`src/rtl/cdclib_fifo_arb_pkg.sv`:
```
// Shared types and helpers for the cdclib FIFO write/read arbiters.
// Holds the arbiter state encoding and an elaboration-time clog2 for ID width checks.
package cdclib_fifo_arb_pkg;

  typedef enum logic {
    IDLE  = 1'b0,
    BURST = 1'b1
  } arb_state_e;

  function automatic int clog2(input int n);
    int r;
    r = 0;
    while ((1 << r) < n) r++;
    return r;
  endfunction

  // Returns 1 when idw is the exact ID width for nreq requesters.
  function automatic bit idw_ok(input int nreq, input int idw);
    return idw == clog2(nreq);
  endfunction

endpackage

```
`src/rtl/cdclib_rr_pick.sv`:
```
// Round-robin picker: first set bit of req searching ptr, ptr+1, ... mod N.
// Ports: req (N), ptr (W) in; found, idx (W) out. Purely combinational.
module cdclib_rr_pick #(
  parameter int N = 4,
  parameter int W = 2
) (
  input  logic [N-1:0] req,
  input  logic [W-1:0] ptr,
  output logic         found,
  output logic [W-1:0] idx
);

  logic [N-1:0] rot;

  // Rotate so ptr sits at bit 0, fixed-priority pick, then un-rotate.
  always_comb begin
    int base;
    int off;
    int j;
    base = (int'(ptr) < N) ? int'(ptr) : 0;
    rot  = '0;
    for (int k = 0; k < N; k++) begin
      j = base + k;
      if (j >= N) j = j - N;
      rot[k] = req[j];
    end
    found = |rot;
    off = 0;
    for (int k = N - 1; k >= 0; k--) begin
      if (rot[k]) off = k;
    end
    j = base + off;
    if (j >= N) j = j - N;
    idx = W'(j);
  end

endmodule

```
`src/rtl/cdclib_fifo_wr_arb.sv`:
```
// Round-robin packet arbiter sharing one async-FIFO write port among NREQ sources.
// Ports: wr_clk/wr_rst_n; req_valid/data/last/ready per source; r_maxburst cap;
// fifo_wr_full/pfull in; fifo_wr_en, fifo_wr_data {id,payload}, grant_id, busy out.
module cdclib_fifo_wr_arb
  import cdclib_fifo_arb_pkg::*;
#(
  parameter int NREQ   = 4,
  parameter int DWIDTH = 8,
  parameter int IDW    = 2,
  parameter int BCW    = 4
) (
  input  logic                   wr_clk,
  input  logic                   wr_rst_n,
  input  logic [NREQ-1:0]        req_valid,
  input  logic [NREQ*DWIDTH-1:0] req_data,
  input  logic [NREQ-1:0]        req_last,
  output logic [NREQ-1:0]        req_ready,
  input  logic [BCW-1:0]         r_maxburst,
  input  logic                   fifo_wr_full,
  input  logic                   fifo_wr_pfull,
  output logic                   fifo_wr_en,
  output logic [IDW+DWIDTH-1:0]  fifo_wr_data,
  output logic [IDW-1:0]         grant_id,
  output logic                   busy
);

  if (!idw_ok(NREQ, IDW)) begin : g_idw_bad
    $error("IDW must equal clog2(NREQ)");
  end

  arb_state_e      state;
  logic [IDW-1:0]  rr_ptr;
  logic [BCW-1:0]  beat_cnt;
  logic            pick_found;
  logic [IDW-1:0]  pick_idx;
  logic            g_valid;
  logic            g_last;
  logic [DWIDTH-1:0] g_data;
  logic            acc;
  logic            cap_hit;
  logic            burst_end;

  cdclib_rr_pick #(
    .N(NREQ),
    .W(IDW)
  ) u_pick (
    .req  (req_valid),
    .ptr  (rr_ptr),
    .found(pick_found),
    .idx  (pick_idx)
  );

  always_comb begin
    g_valid = req_valid[grant_id];
    g_last  = req_last[grant_id];
    g_data  = req_data[grant_id*DWIDTH +: DWIDTH];
    acc     = (state == BURST) & ~fifo_wr_full & g_valid;
    req_ready = '0;
    if (state == BURST && !fifo_wr_full)
      req_ready[grant_id] = 1'b1;
    // Cap compares the post-increment count so the capping beat ends the burst.
    cap_hit = (r_maxburst != '0) &&
              (({1'b0, beat_cnt} + (BCW+1)'(1)) == {1'b0, r_maxburst});
    burst_end    = acc & (g_last | cap_hit);
    fifo_wr_en   = acc;
    fifo_wr_data = {grant_id, g_data};
  end

  assign busy = (state == BURST);

  always_ff @(posedge wr_clk or negedge wr_rst_n) begin
    if (!wr_rst_n) begin
      state    <= IDLE;
      rr_ptr   <= '0;
      grant_id <= '0;
      beat_cnt <= '0;
    end else begin
      unique case (state)
        IDLE: begin
          if (pick_found && !fifo_wr_pfull) begin
            grant_id <= pick_idx;
            beat_cnt <= '0;
            state    <= BURST;
          end
        end
        BURST: begin
          if (acc && beat_cnt != '1)
            beat_cnt <= beat_cnt + 1'b1;
          if (burst_end) begin
            rr_ptr <= (grant_id == IDW'(NREQ - 1)) ?
                      '0 : grant_id + 1'b1;
            state  <= IDLE;
          end
        end
      endcase
    end
  end

endmodule

```
`config.mk`:
```
export PLATFORM = sky130hd
export DESIGN_NAME = cdclib_fifo_wr_arb
export DESIGN_NICKNAME = d
export VERILOG_FILES = /design/src/rtl/cdclib_fifo_arb_pkg.sv /design/src/rtl/cdclib_rr_pick.sv /design/src/rtl/cdclib_fifo_wr_arb.sv
export SDC_FILE = /design/constraint.sdc
export NUM_CORES = 1
export LEC_CHECK = 0
export BUFFER_PORTS_ARGS = -buffer_cell sky130_fd_sc_hd__buf_2
export CAP_MARGIN = 20
export CORE_UTILIZATION = 38
export DETAILED_ROUTE_END_ITERATION = 10
export PLACE_DENSITY_LB_ADDON = 0.25
export SYNTH_ARGS = -nofsm -noshare
export SYNTH_HDL_FRONTEND = slang
export SYNTH_SLANG_ARGS = --single-unit
```
`constraint.sdc`:
```
create_clock -name wr_clk -period 1.7 [get_ports wr_clk]
set_input_delay 0.425 -clock wr_clk [delete_from_list [all_inputs] [get_ports wr_clk]]
set_output_delay 0.425 -clock wr_clk [all_outputs]
set_load 0.05 [all_outputs]
```
Yosys cells after proc, flatten, opt, wreduce, memory -nomap -nowiden
Index checks and enable logic that the tools add are counted.
{ "word_totals": {"inputBits": 48, "word_cells": 86, "register_bits": 9} }
{ "op_classes": {"shifts": 1, "n_eq_ne": 5, "n_reduce_logical": 12, "n_addsub": 12, "n_lt_le_gt_ge": 11, "n_bitwise": 6, "muxes": 35} }
{ "ops": {"columns": ["operator", "count"], "rows": [
  ["$lt A32 B4 Y1 const B", 4],
  ["$mux W32", 4],
  ["$ge A32 B4 Y1 const B", 3],
  ["$sub A32 B4 Y32 const B", 3],
  ["$shiftx A32 B6 Y8", 1],
  ["$mux W1", 13],
  ["$bmux W1 S2", 6],
  ["$mux W2", 6],
  ["$mux W4", 3],
  ["$pmux W4 S2", 1],
  ["$add A2 B2 Y3 const B", 2],
  ["$reduce_and A2 Y1", 3],
  ["$add A4 B1 Y5 const B", 1],
  ["$eq A5 B4 Y1", 1],
  ["$logic_and A1 B1 Y1", 5],
  ["$add A4 B1 Y4 const B", 1],
  ["$ne A4 B4 Y1 const B", 1],
  ["$reduce_bool A4 Y1", 1],
  ["$reduce_or A4 Y1", 1],
  ["$sub A2 B3 Y4 const B", 1],
  ["$add A2 B1 Y3 const B", 1],
  ["$add A2 B2 Y3", 1],
  ["$and A1 B1 Y1", 3],
  ["$ge A2 B3 Y1 const B", 1],
  ["13 further kinds", 15]
]} }

Depth between registers and ports, before layout
Gate-level depths: netlist (run 1).
{ "depth": {"depth_word": 13, "depth_mapped": 10, "depth_no_buf": 9} }

By module
A second synthesis (run 1) with hierarchy kept.
{ "hier_totals": {"cells_unflattened": 109, "hier_area_um2": 1088.5} }
{ "modules_own_cells": {"columns": ["mod", "area_each_um2", "cells_each", "n_inst", "seq_area_each_um2"], "rows": [
  ["cdclib_fifo_wr_arb", 922.1, 84, 1, 225.2],
  ["cdclib_rr_pick", 166.4, 25, 1, 0.0]
]} }

Worst setup path before layout (run 1)
Ideal clock, no wire load.
{ "synth_timing": {"kind": "register to register", "start": "register grant_id[0]", "end": "register rr_ptr[1]", "t_required_ns": 1.568, "setup_time_ns": 0.132, "setup_slack_ns": -0.603, "path_stages_with_launch": 7, "arrival_time_ns": 2.170, "synth_period_minus_slack_ns": 2.303, "path_buffers": 0, "path_cell_list": "dfrtp_1 mux4_2 nand2_1 inv_1 and3_1 a21oi_1 o211ai_1"} }
{ "synth_via": {"elab_chain_len": 5, "word_cells_on_any_way": 11} }
{ "synth_lines": {"columns": ["item", "line", "text"], "rows": [
  ["start: declaration", "cdclib_fifo_wr_arb.sv:23", "output logic [IDW-1:0] grant_id,"],
  ["start signal: assignment", "cdclib_fifo_wr_arb.sv:81", "grant_id <= pick_idx;"],
  ["$bmux W1 S2", "cdclib_fifo_wr_arb.sv:54", "g_valid = req_valid[grant_id];"],
  ["$mux W1 (implied by the code)", "cdclib_fifo_wr_arb.sv:54", null],
  ["$and A1 B1 Y1", "cdclib_fifo_wr_arb.sv:57", "acc = (state == BURST) & ~fifo_wr_full & g_valid;"],
  ["via fifo_wr_en", "cdclib_fifo_wr_arb.sv:21", "output logic fifo_wr_en,"],
  ["$and A1 B1 Y1", "cdclib_fifo_wr_arb.sv:64", "burst_end = acc & (g_last | cap_hit);"],
  ["$reduce_and A2 Y1 (no source line)", null, null],
  ["end signal: assignment", "cdclib_fifo_wr_arb.sv:90", "rr_ptr <= (grant_id == IDW'(NREQ - 1)) ?"],
  ["end: declaration", "cdclib_fifo_wr_arb.sv:32", "logic [IDW-1:0] rr_ptr;"]
]} }
The timed path passes the listed nets, and every way through them passes these cells. The select of a mux whose other input is x is not followed.
A chain may end at the register's enable or synchronous reset.

Final worst setup path (run 1)
{ "layout_timing": {"start": "register grant_id[0]", "end": "output port fifo_wr_en"} }
{ "layout_via": {"elab_chain_len": 3} }
{ "layout_lines": {"columns": ["item", "line"], "rows": [
  ["$bmux W1 S2", "cdclib_fifo_wr_arb.sv:54"],
  ["$mux W1 (implied by the code)", "cdclib_fifo_wr_arb.sv:54"],
  ["$and A1 B1 Y1", "cdclib_fifo_wr_arb.sv:57"],
  ["end: declaration", "cdclib_fifo_wr_arb.sv:21"]
]} }
No other way between the ends. The select of a mux whose other input is x is not followed.

==> results of run 1 <==
==> Yosys cell counts (2+ instances only) <==
library cell	count	area, um2
sky130_fd_sc_hd__nand2b_1	3	18.8
sky130_fd_sc_hd__buf_4	2	15.0
sky130_fd_sc_hd__nand2_1	7	26.3
sky130_fd_sc_hd__dfrtp_1	9	225
sky130_fd_sc_hd__clkbuf_1	3	11.3
sky130_fd_sc_hd__nor3_1	3	15.0
sky130_fd_sc_hd__nor2_1	7	26.3
sky130_fd_sc_hd__ha_1	6	75.1
sky130_fd_sc_hd__o21ai_0	4	20.0
sky130_fd_sc_hd__xnor2_1	4	35.0
sky130_fd_sc_hd__xor2_1	2	17.5
sky130_fd_sc_hd__a21oi_1	9	45.0
sky130_fd_sc_hd__nand3_1	5	25.0
sky130_fd_sc_hd__nor2b_1	2	12.5
sky130_fd_sc_hd__mux2_2	2	22.5
sky130_fd_sc_hd__o211ai_1	3	22.5
sky130_fd_sc_hd__mux4_1	2	52.6
sky130_fd_sc_hd__and2_1	5	31.3
sky130_fd_sc_hd__mux4_2	8	180
sky130_fd_sc_hd__inv_1	4	15.0
sky130_fd_sc_hd__and3_1	2	12.5
==> per-stage QoR <==
step / instance area [um2] / setup TNS, ns
after floorplan: 1050 / -2.19
after global placement: 1550 / -0.858
after detailed placement: 1550 / -1.15
after CTS: 1710 / -3.96
after global routing: 1840 / -5.61
final: 1840 / -4.47
==> sequential cells by signal, summed over array words and instances (netlist names) <==
signal,count
grant_id,2
busy,1
rr_ptr,2
beat_cnt,4
==> power by group <==
part           internal, uW  switching [uW]
logic                  1380            1600
clock network          90.9            90.9
registers               317             134
==> path summary, 6_finish.rpt <==
| check | to | slack [ns] | startpoint |
|---|---|---|---|
| worst min-delay path | beat_cnt[1] | -0.005 | wr_rst_n |
| min in group wr_clk | beat_cnt[3] | 0.60 | beat_cnt[3] |
| worst max register to register | rr_ptr[1] | -0.23 | grant_id[0] |
| worst min register to register | beat_cnt[3] | 0.60 | beat_cnt[3] |
| max in group asynchronous | grant_id[0] | 1.48 | wr_rst_n |
| worst max-delay path | fifo_wr_en | -0.34 | grant_id[0] |
==> what timing repair did <==
| action | in CTS | in global routing |
|---|---|---|
| resized for setup | 39 | 27 |
| setup endpoints to repair | 18 | 21 |
| setup buffers | 4 | 4 |
| pin swaps | 2 | 9 |
==> final cells by class <==
cell class                      instances  area share
Inverter                                4      0.0115
Multi-Input combinational cell         86       0.465
Tap cell                               30      0.0204
Sequential cell                         9       0.126
Clock buffer                            4      0.0143
Timing Repair Buffer                   94       0.362
==> layer usage <==
| metal | up-vias | part of all wire |
|---|---|---|
| met5 | - | 0 |
| li1 | 579 | - |
| met2 | 59 | 0.57 |
| met4 | 0 | 0.0088 |
| met3 | 5 | 0.067 |
| met1 | 602 | 0.35 |
==> kinds of logic after synthesis <==
kind of cell	share of synthesized area
AO/OA/AOI/OAI	0.126
buffers and inverters	0.0494
XOR/XNOR	0.0519
flip-flops	0.223
AND/OR/NAND/NOR	0.214
multiplexers	0.262
adder cells (fa/ha/maj)	0.0742
==> layout by cell type (no fill, tap or decap), drive strengths merged <==
cell,synthesis,layout
buf,4,94
mux4,10,10
a21oi,9,9
dfrtp,9,9
nor2,7,7
nand2,7,7
ha,6,6
nand3,5,5
and2,5,5
nor3,4,4
xnor2,4,4
clkbuf,3,4
o21ai,4,4
o211ai,3,3
nand2b,3,3
inv,4,3
nor2b,2,2
xor2,2,2
mux2,2,2
and3,2,2
a2bb2oi,1,1
and2b,1,1
clkinvlp,0,1
a211oi,1,1
nor4,1,1
or4b,1,1
nor4b,1,1
a22o,1,1
o22a,1,1
mux2i,1,1
o22ai,1,1
nand4,1,1
==> impl_metrics.py, run 1 <==
metrics = {
    "timing": {
        "setup_ws_ns": -0.341,
        "timing.slew.headroom": 0.754,
        "max_freq_mhz": 490,
        "finalSetupViolations": 20,
        "layout_min_cycle_time_ns": 2.04,
        "holdWs_ns": -0.00480,
        "worst_clock_skew_ns": 0.00871,
        "finalHoldViolations": 4,
        "rsz0062_at_grt": "yes",
        "final-max-slew-violation-count": 0,
        "max_slew.worst_pin.slew_ns": 0.366,
        "timing.final.crit_share": 1.20,
    },
    "worst_setup_path": {
        "timing.reg2reg.worst_path_depth": 8,
        "cells_along_the_critical_path": "mux4_2 -> nand2_4 -> clkinvlp_4 -> buf_6",
        "worstSetupEndpointType": "output pin",
        "critPathMaxFanout": 3,
        "cp-start-kind": "register",
        "critical_path.top_delay_family": "multiplexers",
        "wp_buf_inv": 2,
        "cp_data_arrival_time_ns": 1.62,
        "crit_slowest_cell": "sky130_fd_sc_hd__mux4_2",
        "timing_worst_setup_path_type": "reg -> out",
        "cpPeakStageDelay_ns": 0.56,
        "cp.depth": 4,
        "crit_required_ns": 1.27,
    },
    "cells_and_area": {
        "post_route_cells_drive_above_1_share": 0.726,
        "finalCoreUtilization": 0.737,
        "seq_area_um2": 233,
        "final_net_count": 252,
        "fill_cells": 179,
        "syn_to_final_growth_pct": 82.0,
        "final_cell_count_no_fill": 227,
        "multiInputGateArea_um2": 857,
        "num_antenna_cells": 0,
    },
    "global_routing": {
        "met3_usage": 0.0226,
        "grt_use_met1": 0.234,
        "antenna_found_initial": 0,
        "largest_net_degree_at_the_start_of_global_routing": 12,
        "global_route.peak_usage_layer": "met2",
        "grt_util_all_layers": 0.237,
        "globalRouteMet2Util": 0.504,
        "globalRoute.totalOverflow": 0,
        "vias_in_the_first_global_route": 1204,
        "grt_pass1_wl_um": 4860,
    },
    "die": {
        "placement_rows": 18,
        "die-height_um": 53.6,
        "pin_count": 66,
        "die_x_um": 53.6,
        "fp.coreArea_mm2": 0.00250,
        "floorplan.initialDensity": 0.405,
        "fp.dieArea_mm2": 0.00287,
    },
    "routing": {
        "detailedRoute.firstIterationViolations": 20,
        "firstDrtPassIters": 4,
        "num_vias": 1245,
        "drtAntennaViolNets": 0,
        "detail_route.drc_violations": 0,
        "routedWlPerCell_um": 15.5,
        "route.detailed.vias_per_inst": 5.48,
        "drt_wl_total_um": 3510,
    },
    "flow_run": {
        "drv_cap": 0,
    },
    "power": {
        "pwr_density_cell_mw_per_mm2": 1960,
        "vdd_drop_max_mv": 1.68,
        "fin_total_pwr_uw": 3610,
        "p_leak_uw": 0.000866,
    },
    "clocking": {
        "cts_sinks": 9,
        "clockRootBuffer": "sky130_fd_sc_hd__clkbuf_4",
        "postCtsHoldBufs": 0,
        "maximum_number_of_buffers_from_clock_root_to_sink": 2,
        "cts.reportedPaths.clkPinSlew_ns": 0.08,
        "cts-htree-levels": 1,
        "tritoncts.num_buffers": 3,
        "clock_tree_from_tritoncts": "done",
        "insertion_delay_ns": 0.27,
    },
    "outcome": {
        "failed_checks": "hold timing, setup timing",
        "outcome": "finished with violations",
    },
    "yosys": {
        "synth-edff-count": 0,
        "number_of_different_library_cells_in_the_post_synthesis_netlist": 35,
        "synth-async-reset-ratio": 1.00,
        "synth-seq-cells": 9,
        "synth_nets": 160,
        "synth_seq_area_share": 0.222,
        "yosysWarnings": 0,
        "syn-cell-area_mm2": 0.00101,
        "synth_flop_cell": "sky130_fd_sc_hd__dfrtp_1",
        "mean_instance_size_in_the_synthesized_netlist_um2": 9.55,
        "postSynthCellCount": 106,
    },
    "min_path": {
        "min_path_type": "in -> async",
    },
    "placement": {
        "final_weighted_congestion_in_routability_driven_placement": 0.834,
        "preCtsSetupSlack_ns": -0.246,
        "buffer_ports.inserted": 65,
        "post-place-cells": 216,
        "dp_hpwl_um": 2610,
    },
}
No activity file was read; power rests on OpenSTA's default activity.
==> run 2: changes to the inputs <==
Settings changed: CORE_UTILIZATION 38 to 45.
Clock period 1.7 ns to 2.6 ns, I/O delays scaled along.
==> run 2 against run 1 <==
  * The run now ends clean
  * Design area decreased by 25%
  * Routed wire length decreased by 18%
  * Worst setup slack improved by 0.56 ns
==> impl_metrics.py, run 2 (synthesis results as in run 1) <==
metrics = {
    "worst_setup_path": {
        "cp_data_arrival_time_ns": 1.73,
        "critPathMaxFanout": 10,
        "crit_required_ns": 1.95,
        "timing.rr.start": "beat_cnt[0]",
        "timing.reg2reg.worst_path_depth": 6,
        "cp-start-kind": "register",
        "regToRegSetupSlack_ns": 0.65,
        "timing_worst_setup_path_type": "reg -> out",
        "r2r_end": "busy",
        "worstSetupEndpointType": "output pin",
    },
    "die": {
        "fp.dieArea_mm2": 0.00244,
        "pin_count": 66,
        "placement_rows": 16,
        "die-height_um": 49.4,
        "fp.coreArea_mm2": 0.00204,
        "die_x_um": 49.4,
        "floorplan.initialDensity": 0.496,
    },
    "cells_and_area": {
        "syn_to_final_growth_pct": 37.0,
        "final_net_count": 226,
        "largest_registers": "beat_cnt: 4 flops, grant_id: 2 flops, rr_ptr: 2 flops",
        "layout_common_cells": "65 x sky130_fd_sc_hd__buf_2, 9 x sky130_fd_sc_hd__a21oi_1, 8 x sky130_fd_sc_hd__mux4_2, 8 x sky130_fd_sc_hd__dfrtp_1",
        "design_area_mm2": 0.00139,
        "num_antenna_cells": 0,
        "largest_reg_flops": 4,
        "final_cell_count_no_fill": 198,
        "post_route_cells_drive_above_1_share": 0.485,
        "fill_cells": 183,
        "most_common_cell_after_layout_fill_and_taps_aside": "sky130_fd_sc_hd__buf_2",
        "registers.top_by_ff_count": "beat_cnt",
        "finalCoreUtilization": 0.679,
    },
    "routing": {
        "num_vias": 1115,
        "firstDrtPassIters": 4,
        "route.detailed.vias_per_inst": 5.63,
        "detail_route.drc_violations": 0,
        "detailedRoute.firstIterationViolations": 39,
        "drt_wl_total_um": 2870,
        "drtAntennaViolNets": 0,
        "routedWlPerCell_um": 14.5,
    },
    "timing": {
        "max_slew.worst_pin.slew_ns": 0.408,
        "timing.slew.headroom": 0.726,
        "timing.final.crit_share": 0.915,
        "worst_clock_skew_ns": 0.00794,
        "finalSetupViolations": 0,
        "final-max-slew-violation-count": 0,
        "rsz0062_at_grt": "no",
        "setup_total_negative_slack_ns": 0,
        "max_freq_mhz": 420,
        "layout_min_cycle_time_ns": 2.38,
        "finalHoldViolations": 0,
    },
    "global_routing": {
        "vias_in_the_first_global_route": 1094,
        "grt_util_all_layers": 0.257,
        "globalRoute.totalOverflow": 0,
        "antenna_found_initial": 0,
        "largest_net_degree_at_the_start_of_global_routing": 17,
        "grt_pass1_wl_um": 4910,
    },
    "clocking": {
        "postCtsHoldBufs": 0,
        "cts_sinks": 9,
        "postCtsSetupRepairBufs": 0,
        "clockRootBuffer": "sky130_fd_sc_hd__clkbuf_4",
        "cts-htree-levels": 1,
        "cts.reportedPaths.clkPinSlew_ns": 0.06,
        "tritoncts.num_buffers": 3,
        "maximum_number_of_buffers_from_clock_root_to_sink": 2,
        "insertion_delay_ns": 0.26,
        "clock_tree_from_tritoncts": "done",
    },
    "outcome": {
        "outcome": "finished clean",
    },
    "min_path": {
        "min_path_type": "in -> async",
    },
    "placement": {
        "buffer_ports.inserted": 65,
        "dp_hpwl_um": 2340,
        "dpl-instance-area_mm2": 0.00136,
        "final_weighted_congestion_in_routability_driven_placement": 0.797,
        "post-place-cells": 194,
    },
    "power": {
        "vdd_drop_max_mv": 0.742,
        "p_leak_uw": 0.000682,
        "fin_total_pwr_uw": 1740,
        "pwr_density_cell_mw_per_mm2": 1260,
    },
    "flow_run": {
        "drv_cap": 0,
    },
}
==> run 2: repair_timing <==
| action | CTS | global route |
|---|---|---|
| hold endpoints to repair | 0 | 0 |
| resized for setup | 0 | 1 |
| endpoints found under the setup margin | 0 | 1 |
==> run 2: routing by layer <==
layer  track usage  part of all wire  vias to the layer above
met5             0                 0                        -
met2         0.468              0.51                       63
li1              -                 -                      529
met4        0.0714            0.0094                        0
met3        0.0405             0.087                        3
met1         0.310              0.39                      520
==> run 2: area by class of cell <==
type,count,area (um2),share of cell area
sequential,9,226,0.163
inverter,4,15.0,0.0108
timing repair buffer,68,348,0.251
multi-input combinational,86,737,0.532
clock buffer,4,26.3,0.0190
tap,27,33.8,0.0244
==> run 2: stage by stage <==
stage / hold WS (ns) / worst slack, ns
global placement: 0.506 / 0.336
CTS: 0.226 / 0.0913
floorplan: 0.354 / 0.148
detailed placement: 0.508 / 0.321
global route: 0.237 / 0.147
finish: 0.224 / 0.221
==> run 2: critical path, stage by stage, from the launching register on <==
cell	delay [ns]
sky130_fd_sc_hd__dfrtp_2	0.49
sky130_fd_sc_hd__buf_4	0.23
sky130_fd_sc_hd__mux4_2	0.51
sky130_fd_sc_hd__buf_2	0.23
==> run 2: how the worst max path moves through the flow <==
stage / startpoint / to / slack, ns / cells after the start
final: grant_id[0] / fifo_wr_data[1] / 0.22 / 3
after global routing: grant_id[0] / fifo_wr_data[5] / 0.15 / 3
after CTS: grant_id[0] / fifo_wr_data[1] / 0.09 / 3
after detailed placement: req_valid[3] / fifo_wr_en / 0.32 / 5
after global placement: req_valid[3] / fifo_wr_en / 0.34 / 5
after floorplan: grant_id[0] / fifo_wr_data[0] / 0.15 / 2
==> run 2: report_power, final <==
group	total [uW]	leakage [uW]	internal [uW]	switching (uW)
Combinational	1330	0.000571	488	839
Sequential	307	0.0000964	200	107
Clock	106	0.0000150	59.0	47.1
Total	1740	0.000682	747	993
